### src/rtl/sort_stream_ctrl.sv
// Stream-side controller for the dual-port sort RAM: loads one packet into port A,
// hands the RAM to the bubble sorter, then streams the sorted words back out.
module sort_stream_ctrl #(
    parameter int DWIDTH  = 10,
    parameter int ADDR_SZ = 10
) (
    input  logic               clk_i,
    input  logic               srst_i,

    input  logic [DWIDTH-1:0]  snk_data_i,
    input  logic               snk_startofpacket_i,
    input  logic               snk_endofpacket_i,
    input  logic               snk_valid_i,
    output logic               snk_ready_o,

    output logic [DWIDTH-1:0]  src_data_o,
    output logic               src_startofpacket_o,
    output logic               src_endofpacket_o,
    output logic               src_valid_o,
    input  logic               src_ready_i,

    output logic [ADDR_SZ-1:0] ram_address_o,
    output logic [DWIDTH-1:0]  ram_data_o,
    output logic               ram_wren_o,
    input  logic [DWIDTH-1:0]  ram_q_i,

    output logic               sorting_o,
    output logic [ADDR_SZ-1:0] max_counter_o,
    input  logic               done_i
);

    localparam logic [2:0] S_IDLE   = 3'd0;
    localparam logic [2:0] S_LOAD   = 3'd1;
    localparam logic [2:0] S_DROP   = 3'd2;
    localparam logic [2:0] S_SORT   = 3'd3;
    localparam logic [2:0] S_UNLOAD = 3'd4;

    localparam logic [ADDR_SZ-1:0] L_ONE = ADDR_SZ'(1);

    logic [2:0]         r_state;
    logic [ADDR_SZ-1:0] r_count;
    logic [ADDR_SZ-1:0] r_addr;
    logic [DWIDTH-1:0]  r_wdata;
    logic               r_wren;
    logic               r_sorting;

    logic [ADDR_SZ-1:0] r_nxt;
    logic [ADDR_SZ-1:0] r_rd_idx;
    logic               r_pend;
    logic               r_iss_done;
    logic               r_fwd;
    logic [DWIDTH-1:0]  r_fwd_data;

    logic               r_src_valid;
    logic [DWIDTH-1:0]  r_src_data;
    logic               r_src_sop;
    logic               r_src_eop;

    logic               w_snk_ready;
    logic               w_snk_xfer;
    logic               w_src_xfer;
    logic               w_consume;
    logic               w_adv;
    logic               w_issue;
    logic [ADDR_SZ-1:0] w_cnt_inc;
    logic [ADDR_SZ-1:0] w_cnt_dec;
    logic [ADDR_SZ-1:0] w_nxt_inc;
    logic [ADDR_SZ-1:0] w_rd_addr;
    logic [DWIDTH-1:0]  w_rdata;

    assign w_snk_ready = (r_state == S_IDLE) || (r_state == S_LOAD) || (r_state == S_DROP);
    assign w_snk_xfer  = w_snk_ready && snk_valid_i;
    assign w_src_xfer  = r_src_valid && src_ready_i;
    assign w_consume   = r_pend && (!r_src_valid || src_ready_i);
    assign w_adv       = !r_pend || w_consume;
    assign w_issue     = (r_state == S_UNLOAD) && w_adv && !r_iss_done;
    assign w_cnt_inc   = r_count + L_ONE;
    assign w_cnt_dec   = r_count - L_ONE;
    assign w_nxt_inc   = r_nxt + L_ONE;

    // A stalled read keeps its address on the port so ram_q_i keeps returning the
    // same word; a read that collides with the final write takes the write data.
    assign w_rd_addr   = w_adv ? r_nxt : r_rd_idx;
    assign w_rdata     = r_fwd ? r_fwd_data : ram_q_i;

    always_ff @(posedge clk_i) begin
        if (srst_i) begin
            r_state     <= S_IDLE;
            r_count     <= '0;
            r_addr      <= '0;
            r_wdata     <= '0;
            r_wren      <= 1'b0;
            r_sorting   <= 1'b0;
            r_nxt       <= '0;
            r_rd_idx    <= '0;
            r_pend      <= 1'b0;
            r_iss_done  <= 1'b0;
            r_fwd       <= 1'b0;
            r_fwd_data  <= '0;
            r_src_valid <= 1'b0;
            r_src_data  <= '0;
            r_src_sop   <= 1'b0;
            r_src_eop   <= 1'b0;
        end else begin
            r_wren <= 1'b0;
            if (r_state != S_UNLOAD) begin
                r_nxt       <= '0;
                r_pend      <= 1'b0;
                r_iss_done  <= 1'b0;
                r_fwd       <= 1'b0;
                r_src_valid <= 1'b0;
                r_src_sop   <= 1'b0;
                r_src_eop   <= 1'b0;
            end
            case (r_state)
                S_IDLE: begin
                    if (w_snk_xfer && snk_startofpacket_i) begin
                        r_wren  <= 1'b1;
                        r_addr  <= '0;
                        r_wdata <= snk_data_i;
                        r_count <= L_ONE;
                        r_state <= snk_endofpacket_i ? S_UNLOAD : S_LOAD;
                    end
                end
                S_LOAD: begin
                    if (w_snk_xfer) begin
                        r_wren  <= 1'b1;
                        r_addr  <= r_count;
                        r_wdata <= snk_data_i;
                        r_count <= w_cnt_inc;
                        if (snk_endofpacket_i) begin
                            r_state <= (w_cnt_inc == L_ONE) ? S_UNLOAD : S_SORT;
                        end else if (w_cnt_inc == '0) begin
                            r_state <= S_DROP;
                        end
                    end
                end
                S_DROP: begin
                    if (w_snk_xfer && snk_endofpacket_i) begin
                        r_state <= S_SORT;
                    end
                end
                S_SORT: begin
                    if (!r_sorting) begin
                        r_sorting <= 1'b1;
                    end else if (done_i) begin
                        r_sorting <= 1'b0;
                        r_state   <= S_UNLOAD;
                    end
                end
                S_UNLOAD: begin
                    if (w_issue) begin
                        r_pend     <= 1'b1;
                        r_rd_idx   <= r_nxt;
                        r_nxt      <= w_nxt_inc;
                        r_iss_done <= (w_nxt_inc == r_count);
                        r_fwd      <= r_wren && (r_addr == r_nxt);
                        r_fwd_data <= r_wdata;
                    end else if (w_adv) begin
                        r_pend <= 1'b0;
                    end
                    if (w_consume) begin
                        r_src_valid <= 1'b1;
                        r_src_data  <= w_rdata;
                        r_src_sop   <= (r_rd_idx == '0);
                        r_src_eop   <= (r_rd_idx == w_cnt_dec);
                    end else if (w_src_xfer) begin
                        r_src_valid <= 1'b0;
                    end
                    if (w_src_xfer && r_src_eop) begin
                        r_state <= S_IDLE;
                    end
                end
                default: r_state <= S_IDLE;
            endcase
        end
    end

    assign snk_ready_o         = !srst_i && w_snk_ready;
    assign src_valid_o         = !srst_i && r_src_valid;
    assign src_data_o          = srst_i ? '0 : r_src_data;
    assign src_startofpacket_o = !srst_i && r_src_sop;
    assign src_endofpacket_o   = !srst_i && r_src_eop;
    assign ram_address_o       = srst_i ? '0 : ((r_state == S_UNLOAD) ? w_rd_addr : r_addr);
    assign ram_data_o          = srst_i ? '0 : r_wdata;
    assign ram_wren_o          = !srst_i && r_wren;
    assign sorting_o           = !srst_i && r_sorting;
    assign max_counter_o       = srst_i ? '0 : r_count;

endmodule

### config.mk
export PLATFORM = sky130hd
export DESIGN_NAME = sort_stream_ctrl
export DESIGN_NICKNAME = d
export VERILOG_FILES = /design/src/rtl/sort_stream_ctrl.sv
export SDC_FILE = /design/constraint.sdc
export NUM_CORES = 1
export LEC_CHECK = 0
export CORE_MARGIN = 8
export CORE_UTILIZATION = 50
export DETAILED_ROUTE_END_ITERATION = 8
export PLACE_DENSITY = 0.75
export SYNTH_ARGS = -nofsm -noshare
export SYNTH_HDL_FRONTEND = slang
export SYNTH_SLANG_ARGS = --single-unit
### constraint.sdc
create_clock -name clk_i -period 4.1 [get_ports clk_i]
set_input_delay 0.615 -clock clk_i [delete_from_list [all_inputs] [get_ports clk_i]]
set_output_delay 0.615 -clock clk_i [all_outputs]
set_load 0.01 [all_outputs]
==> results_dict.tcl, run 1 <==
set metrics [dict create \
    synth.top_cell.area_share_pct 35.2 \
    dieArea_sq_mm 0.0125 \
    clock_sinks 81 \
    num_rows 35 \
    vdd.ir_drop.worst_mv 0.223 \
    vias 4530 \
    crit_arrival_ps 2860 \
    clkLatencyLatePin_ps 360 \
    cts.path.max_buffers 2 \
    vias_per_cell 5.94 \
    antenna_found_initial 0 \
    grt_usage_pct 21.3 \
    die_h_um 112 \
    synth_area_leaders "dfxtp_1 (35%), nand2_1 (7.9%), a21oi_1 (5.8%)" \
    drtIter0Drc 402 \
    hold_viol 0 \
    synth_edf_count 0 \
    fin_tns_setup_ps 0 \
    first_pass_iters 5 \
    gp_congestion 0.948 \
    root_buffer "clkbuf_8" \
    p_int_w 0.00122 \
    ant_nets 0 \
    setup.worst_path.start_class "flip-flop" \
    avgSynthCellArea_sq_um 7.49 \
    grt_pass1_vias 4340 \
    drv_cap 0 \
    cts.repair.resized 0 \
    worstSetupPathType "reg -> out" \
    net-switching-power_w 0.000508 \
    cts.reportedPaths.clkPinSlew_ps 90 \
    cp_max_fo 16 \
    grt_max_degree 101 \
    seq_area_frac_synth_pct 35.2 \
    clock.fmax_mhz 288 \
    yosysTopAreaCell "dfxtp_1" \
    grt_pass1_wl_mm 21.9 \
    netSwitchingFraction_pct 29.4 \
    synthCells 614 \
    drv_slew 0 \
    wl_per_cell_um 17.9 \
    hp-class "reg -> reg" \
    cts_buffers 9 \
    synth_nets 645 \
    synthDistinctLibCells 56 \
    drc 0 \
    combPwrFrac_pct 15.7 \
    layout-drive-gt1-share_pct 5.21 \
    core_sq_mm 0.00906 \
    cts_tree "yes" \
    min_period_ps 3470 \
    ioPinCount 73 \
    seq_area_sq_mm 0.00162 \
    cp-end-kind "primary output" \
    ys_ff_latch 81 \
    fillers 831 \
    whs_ps 468 \
    setup_viol 0 \
    async_flop_share_pct 0 \
    htree_levels 3 \
    max_slew_margin_pct 28.1 \
    yosysMostFrequentCell "nand2_1" \
    rsz0062_at_grt "false" \
    p_leak_nw 1.78 \
    dp_hpwl_mm 9.49 \
    multiInputGateArea_sq_mm 0.00273 \
    die_w_um 112 \
    synth_commonest_cells "nand2_1 (97), dfxtp_1 (81), nor2_1 (64)" \
    p_seq_share_pct 48.0 \
    ys.flop_type "dfxtp_1" \
    powerDensity_mw_per_mm2 315 \
    cp_data_required_time_ps 3480 \
    post_cts_buffers 0 \
    initial_core_util_pct 50.8 \
    area_growth_pct 19.4 \
    cts_hold_buffers 0 \
    status "finished, final reports clean" \
    wirelength_mm 13.6 \
    tightestPinTransition_ps 1070 \
    clock_skew_ps 11.3 \
    io_buffers 72 \
    syn_area_sq_mm 0.00460 \
    gr-total-overflow 0 \
    nets 678 \
    fin_crit_sh_pct 84.7 \
    num_antenna_cells 0 \
    power_frac_clock_pct 36.3 \
    synth_warnings 0 \
]
==> per-stage QoR <==
step / worst slack (ps) / utilization [%] / total power (W) / instance area (sq um) / instances
2_1_floorplan: 1880 / - / 0.00101 / 4600 / 614
3_3_place_gp: 907 / 58.3 / 0.00111 / 5280 / 747
3_5_place_dp: 863 / 58.3 / 0.00112 / 5280 / 747
4_1_cts: 618 / 60.6 / 0.00174 / 5500 / 763
5_1_grt: 442 / 60.6 / 0.00181 / 5500 / 763
6_report: 628 / 60.6 / 0.00173 / 5500 / 763
==> worst paths after layout <==
| kind | depth (start not counted) | slack [ps] | end | from |
|---|---|---|---|---|
| worst max-delay path | 4 | 630 | ram_address_o[3] | r_state[2] |
| worst min-delay path | 2 | 470 | r_fwd_data[0] | r_fwd_data[0] |
| worst max register to register | 6 | 970 | r_src_eop | r_state[2] |
| worst min register to register | 2 | 470 | r_fwd_data[0] | r_fwd_data[0] |
==> logic make-up after synthesis <==
family | share of synthesized area, %
mux | 2.64
compound gates | 19.2
buf+inv | 5.49
xor+xnor | 7.42
simple gates | 28.9
flops | 35.2
fa+ha+maj | 1.09
==> metal layers <==
layer	vias to the layer above	routed length, um	global-route usage, %	share of wire [%]
li1	2190	-	-	-
met1	2117	5800	26.2	43
met2	190	6430	35.4	47
met3	33	1080	5.19	7.9
met4	0	336	7.64	2.5
met5	-	0	0	0
==> cell type report <==
cell class	instances	share of cell area, %
inverters	5	0.342
flip-flops and latches	81	29.5
clock inverters	6	1.37
clock buffers	10	2.50
multi-input cells	471	49.7
well taps	111	2.53
repair buffers	79	14.0
==> critical path: stages, from the launching register on <==
cell	delay (ps)
dfxtp_1	520
nor3b_2	920
nor2_1	100
a311oi_1	350
clkdlybuf4s50_1	600
==> flip-flops by register name (all words and copies together), names as in the netlist, 3 cells and up <==
signal and cells:
r_addr 10, r_count 10, r_fwd_data 10, r_nxt 10, r_rd_idx 10, r_src_data 10
r_wdata 10, r_state 3
==> cell usage in the layout, fill, tap and decap left out, drive strengths merged, types with 3 or more instances in the layout <==
master         Yosys  routed
o22ai              4       4
nand4              5       5
clkbuf            49      10
and3               4       4
nor4               7       7
o21ai             20      20
a211oi            18      18
nor2b             38      38
buf                8       8
a31oi              3       3
a22oi             10      10
nand2             98      98
xor2              14      14
nor2              64      64
clkdlybuf4s50      0      71
nand3             24      24
mux2i             11      11
inv                5       7
a311oi            11      11
a21oi             53      53
ha                 4       4
dfxtp             81      81
and2               3       3
nor3              13      13
or3                7       7
nand3b             3       3
nand2b             6       6
xnor2             25      25
==> power groups by stage <==
stage          Clock [W]  Combinational, W  Sequential (W)
4_1_cts         0.000636          0.000270        0.000829
3_3_place_gp           0          0.000264        0.000846
6_report        0.000629          0.000272        0.000830
2_1_floorplan          0          0.000177        0.000830
5_1_grt         0.000678          0.000294        0.000833
3_5_place_dp           0          0.000268        0.000848
No activity file was read; power rests on OpenSTA's default activity.
==> run 2, diff against run 1 <==
==> constraint.sdc (replaced) <==
create_clock -name clk_i -period 3.5 [get_ports clk_i]
set_input_delay 0.525 -clock clk_i [delete_from_list [all_inputs] [get_ports clk_i]]
set_output_delay 0.525 -clock clk_i [all_outputs]
set_load 0.01 [all_outputs]
==> run 2 against run 1 <==
Against the previous run: register-to-register slack improved by 40 ps; critical path type is now in -> out; hold slack got worse by 16 ps; first-iteration DRC count fell by 31%; worst setup slack lost 230 ps.
==> results_dict.tcl, run 2 (same netlist as run 1, synthesis figures left out) <==
set metrics [dict create \
    crit_chain "clkdlybuf4s50_1, nor2b_1, nand2_1, buf_4, nand2_1, a311oi_1, clkdlybuf4s50_1" \
    cp_data_required_time_ps 2970 \
    setup_ws_ps 403 \
    ioPinCount 73 \
    rsz0062_at_grt "false" \
    first_pass_iters 5 \
    hold_path_depth 2 \
    wl_per_cell_um 17.8 \
    pre_cts_ws_ps 416 \
    vias 4593 \
    tightestPinTransition_ps 1250 \
    clock_skew_ps 15.1 \
    antenna_found_initial 0 \
    ff2ff_setup_slack_ps 1010 \
    drv_cap 0 \
    nets 682 \
    drc 0 \
    setup_viol 0 \
    drtIter0Drc 279 \
    min_period_ps 3100 \
    cts.path.max_buffers 2 \
    cts_buffers 9 \
    fin_crit_sh_pct 88.5 \
    worstSetupPathType "in -> out" \
    cp-end-kind "primary output" \
    placedCellCount 751 \
    area_growth_pct 20.0 \
    dp_hpwl_mm 9.63 \
    cts.repair.resized 0 \
    grt_pass1_wl_mm 21.9 \
    vias_per_cell 5.99 \
    hp-class "reg -> reg" \
    num_rows 35 \
    powerDensity_mw_per_mm2 369 \
    crit_arrival_ps 2570 \
    rr_startpoint "r_src_valid" \
    slowest_delay_ps 600 \
    htree_levels 3 \
    gp_congestion 0.935 \
    cp_slowest_cell "clkdlybuf4s50_1" \
    layout_commonest_cell "nand2_1" \
    status "finished, final reports clean" \
    reg2reg_depth 8 \
    worst_hold_startpoint "r_wdata[9]" \
    cp_max_fo 10 \
    grt_usage_pct 21.4 \
    whs_ps 452 \
    root_buffer "clkbuf_8" \
    layout-drive-gt1-share_pct 5.79 \
    io_buffers 72 \
    clock.fmax_mhz 323 \
    core_sq_mm 0.00906 \
    grt_max_degree 93 \
    p_leak_nw 1.80 \
    post_cts_buffers 0 \
    cts_tree "yes" \
    fin_tns_setup_ps 0 \
    hold_viol 0 \
    fin_cells 767 \
    ant_nets 0 \
    clkLatencyLatePin_ps 360 \
    dieArea_sq_mm 0.0125 \
    setup.worst_path.start_class "input port" \
    num_antenna_cells 0 \
    totalPowerFinal_w 0.00203 \
    cts_hold_buffers 0 \
    whs_endpoint "r_fwd_data[9]" \
    worstReg2RegEnd "r_nxt[8]" \
    vdd.ir_drop.worst_mv 0.187 \
    clock_sinks 81 \
    cts.reportedPaths.clkPinSlew_ps 100 \
    drv_slew 0 \
    wirelength_mm 13.6 \
    final_cell_mix "nand2_1 (97), dfxtp_1 (81), clkdlybuf4s50_1 (71)" \
    die_h_um 112 \
    gr-total-overflow 0 \
    grt_pass1_vias 4491 \
    max_slew_margin_pct 16.2 \
    initial_core_util_pct 50.8 \
    die_w_um 112 \
]
-- run 2: worst max path at each step --
stage / from / end / slack (ps)
6_report: src_ready_i / ram_address_o[3] / 400
5_1_grt: src_ready_i / ram_address_o[0] / 310
4_1_cts: src_ready_i / ram_address_o[3] / 410
3_5_place_dp: src_ready_i / ram_address_o[3] / 420
3_3_place_gp: src_ready_i / ram_address_o[3] / 420
2_1_floorplan: r_state[0] / ram_address_o[2] / 1370
-- run 2: layout make-up --
type                            count  area [sq um]
Fill cell                         817          3540
Multi-Input combinational cell    471          2730
Sequential cell                    81          1620
Timing Repair Buffer               83           801
Tap cell                          111           139
Clock buffer                        9           124
Clock inverter                      7          83.8
Inverter                            5          18.8
-- run 2: per-layer routing --
metal	routed length (um)	up-vias	share of wire (%)	global-route usage, %
met4	324	0	2.4	9.80
li1	-	2197	-	-
met3	1030	34	7.6	4.17
met2	6540	186	48	36.2
met1	5750	2176	42	25.7
met5	0	-	0	0
-- run 2: worst max-delay path: cells and delay by family --
kind,cells,cell delay [ps]
AND/OR/NAND/NOR,3,420
AO/OA/AOI/OAI,1,330
buffers and inverters,3,1280
-- run 2: where the power goes --
group / total (W) / leakage [nW] / internal (W) / switching (W)
logic: 0.000328 / 1.04 / 0.000135 / 0.000194
clock network: 0.000740 / 0.103 / 0.000344 / 0.000396
registers: 0.000966 / 0.654 / 0.000941 / 0.0000252
-- run 2: per-stage QoR --
stage,utilization (%),instance area [sq um]
2_1_floorplan,-,4600
3_3_place_gp,58.6,5310
3_5_place_dp,58.6,5310
4_1_cts,60.9,5520
5_1_grt,60.9,5520
6_report,60.9,5520
==> run 3, diff against run 2 <==
--- a/config.mk
+++ b/config.mk
@@ -8,6 +8,7 @@
 export CORE_MARGIN = 8
 export CORE_UTILIZATION = 50
 export DETAILED_ROUTE_END_ITERATION = 8
+export GPL_TIMING_DRIVEN = 0
 export PLACE_DENSITY = 0.75
 export SYNTH_ARGS = -nofsm -noshare
 export SYNTH_HDL_FRONTEND = slang
==> run 3 against run 2 <==
Against the previous run: wire length grew 11%; fmax shrank 8.9%; clock skew shrank 2.7 ps; final cell count grew 6.0%; cell area grew 2.9%; core utilization grew 1.8 points; sequential cell count is the same; hold slack gained 15 ps; non-clock buffer count grew 46; critical path type is now reg -> out; highest routed layer unchanged.
==> results_dict.tcl, run 3 (same netlist as run 1, synthesis figures left out) <==
set metrics [dict create \
    status "finished, final reports clean" \
    cts_buffers 9 \
    cts.path.max_buffers 2 \
    clock.fmax_mhz 294 \
    core_sq_mm 0.00906 \
    min_period_ps 3400 \
    num_rows 35 \
    gr-total-overflow 0 \
    critical_path_buf_inv_count 3 \
    layout-drive-gt1-share_pct 4.70 \
    cp_slowest_cell "clkdlybuf4s50_1" \
    grt_pass1_wl_mm 24.2 \
    clock_skew_ps 12.4 \
    crit_family "buffers and inverters" \
    cts.reportedPaths.clkPinSlew_ps 90 \
    io_buffers 72 \
    setup_viol 0 \
    totalPowerFinal_w 0.00206 \
    vdd.ir_drop.worst_mv 0.243 \
    gp_congestion 0.920 \
    grt_max_degree 16 \
    drv_cap 0 \
    vias_per_cell 6.00 \
    drv_slew 0 \
    crit_arrival_ps 2880 \
    num_antenna_cells 0 \
    hold_viol 0 \
    drtIter0Drc 428 \
    antenna_found_initial 0 \
    root_buffer "clkbuf_8" \
    htree_levels 3 \
    cp-end-kind "primary output" \
    cts_tree "yes" \
    setup.worst_path.start_class "flip-flop" \
    clock_sinks 81 \
    cp_data_required_time_ps 2970 \
    die_h_um 112 \
    ioPinCount 73 \
    layout_commonest_cell "nand2_1" \
    wl_per_cell_um 18.7 \
    tightestPinTransition_ps 1120 \
    pre_cts_ws_ps 268 \
    hp-class "reg -> reg" \
    cts_hold_buffers 0 \
    p_leak_nw 1.84 \
    drc 0 \
    slowest_delay_ps 610 \
    grt_pass1_vias 4751 \
    worstSetupPathType "reg -> out" \
    area_growth_pct 23.4 \
    clkLatencyLatePin_ps 370 \
    nets 728 \
    die_w_um 112 \
    setup_ws_ps 99.0 \
    max_slew_margin_pct 24.6 \
    fin_tns_setup_ps 0 \
    vias 4874 \
    dp_hpwl_mm 11.0 \
    ant_nets 0 \
    dieArea_sq_mm 0.0125 \
    initial_core_util_pct 50.8 \
    wirelength_mm 15.2 \
    grt_usage_pct 23.9 \
    fin_crit_sh_pct 97.2 \
    powerDensity_mw_per_mm2 362 \
    cp_max_fo 10 \
    crit_chain "nor3b_2, clkbuf_2, clkbuf_1, nor2_1, nor3_1, clkdlybuf4s50_1" \
    final_cell_mix "nand2_1 (97), dfxtp_1 (81), clkdlybuf4s50_1 (72)" \
    rsz0062_at_grt "false" \
    first_pass_iters 5 \
]
[run 3: cell count changes in the layout (fill, tap and decap cells not counted), sizes merged]
cell and delta:
buf -4, clkbuf +50, clkdlybuf4s50 +1, clkinvlp +1, inv -2
[run 3: layer usage]
metal | track usage (%) | share of wire [%] | wire, um
met1 | 29.5 | 41 | 6260
met5 | 0 | 0 | 0
met4 | 12.9 | 4.0 | 611
met3 | 5.41 | 9.0 | 1370
met2 | 38.0 | 46 | 6950
[run 3: report_power, final]
part	leakage, nW	switching (W)	internal, W
logic	1.08	0.000222	0.000135
registers	0.654	0.0000157	0.000941
clock network	0.101	0.000386	0.000358
[run 3: timing repair]
action,CTS,global route
pin swaps,0,0
gates resized for setup,1,2
setup endpoints to repair,1,1
buffers inserted,0,0
[run 3: final timing paths]
| path | end | cells after the start | slack (ps) | from |
|---|---|---|---|---|
| max reg2reg | r_src_eop | 9 | 980 | r_count[0] |
| max | ram_address_o[2] | 6 | 100 | r_state[0] |
| min | r_fwd_data[0] | 2 | 470 | r_fwd_data[0] |
| min reg2reg | r_fwd_data[0] | 2 | 470 | r_fwd_data[0] |
[run 3: worst register-to-register path, cell delays in order (launching register included)]
cell	delay [ps]
dfxtp_1	380
buf_1	260
inv_1	190
ha_1	320
inv_1	140
or3_1	410
xnor2_1	140
nor4b_1	330
nand4_1	150
o21ai_1	130
[run 3: area by class of cell]
cell class                 instances  area [sq um]
fill                             875          3390
multi-input combinational        471          2730
sequential                        81          1620
timing repair buffer              72           721
buffer                            57           235
tap                              111           139
clock buffer                      10           138
clock inverter                     6          73.8
inverter                           5          18.8
[run 3: through the flow]
stage	hold WS, ps	std cells	util (%)	instance area (sq um)
after detailed placement	454	797	60.2	5460
final	467	813	62.7	5680
after floorplan	436	614	-	4600
after global placement	444	797	60.2	5460
after global routing	491	813	62.7	5680
after CTS	465	813	62.6	5680
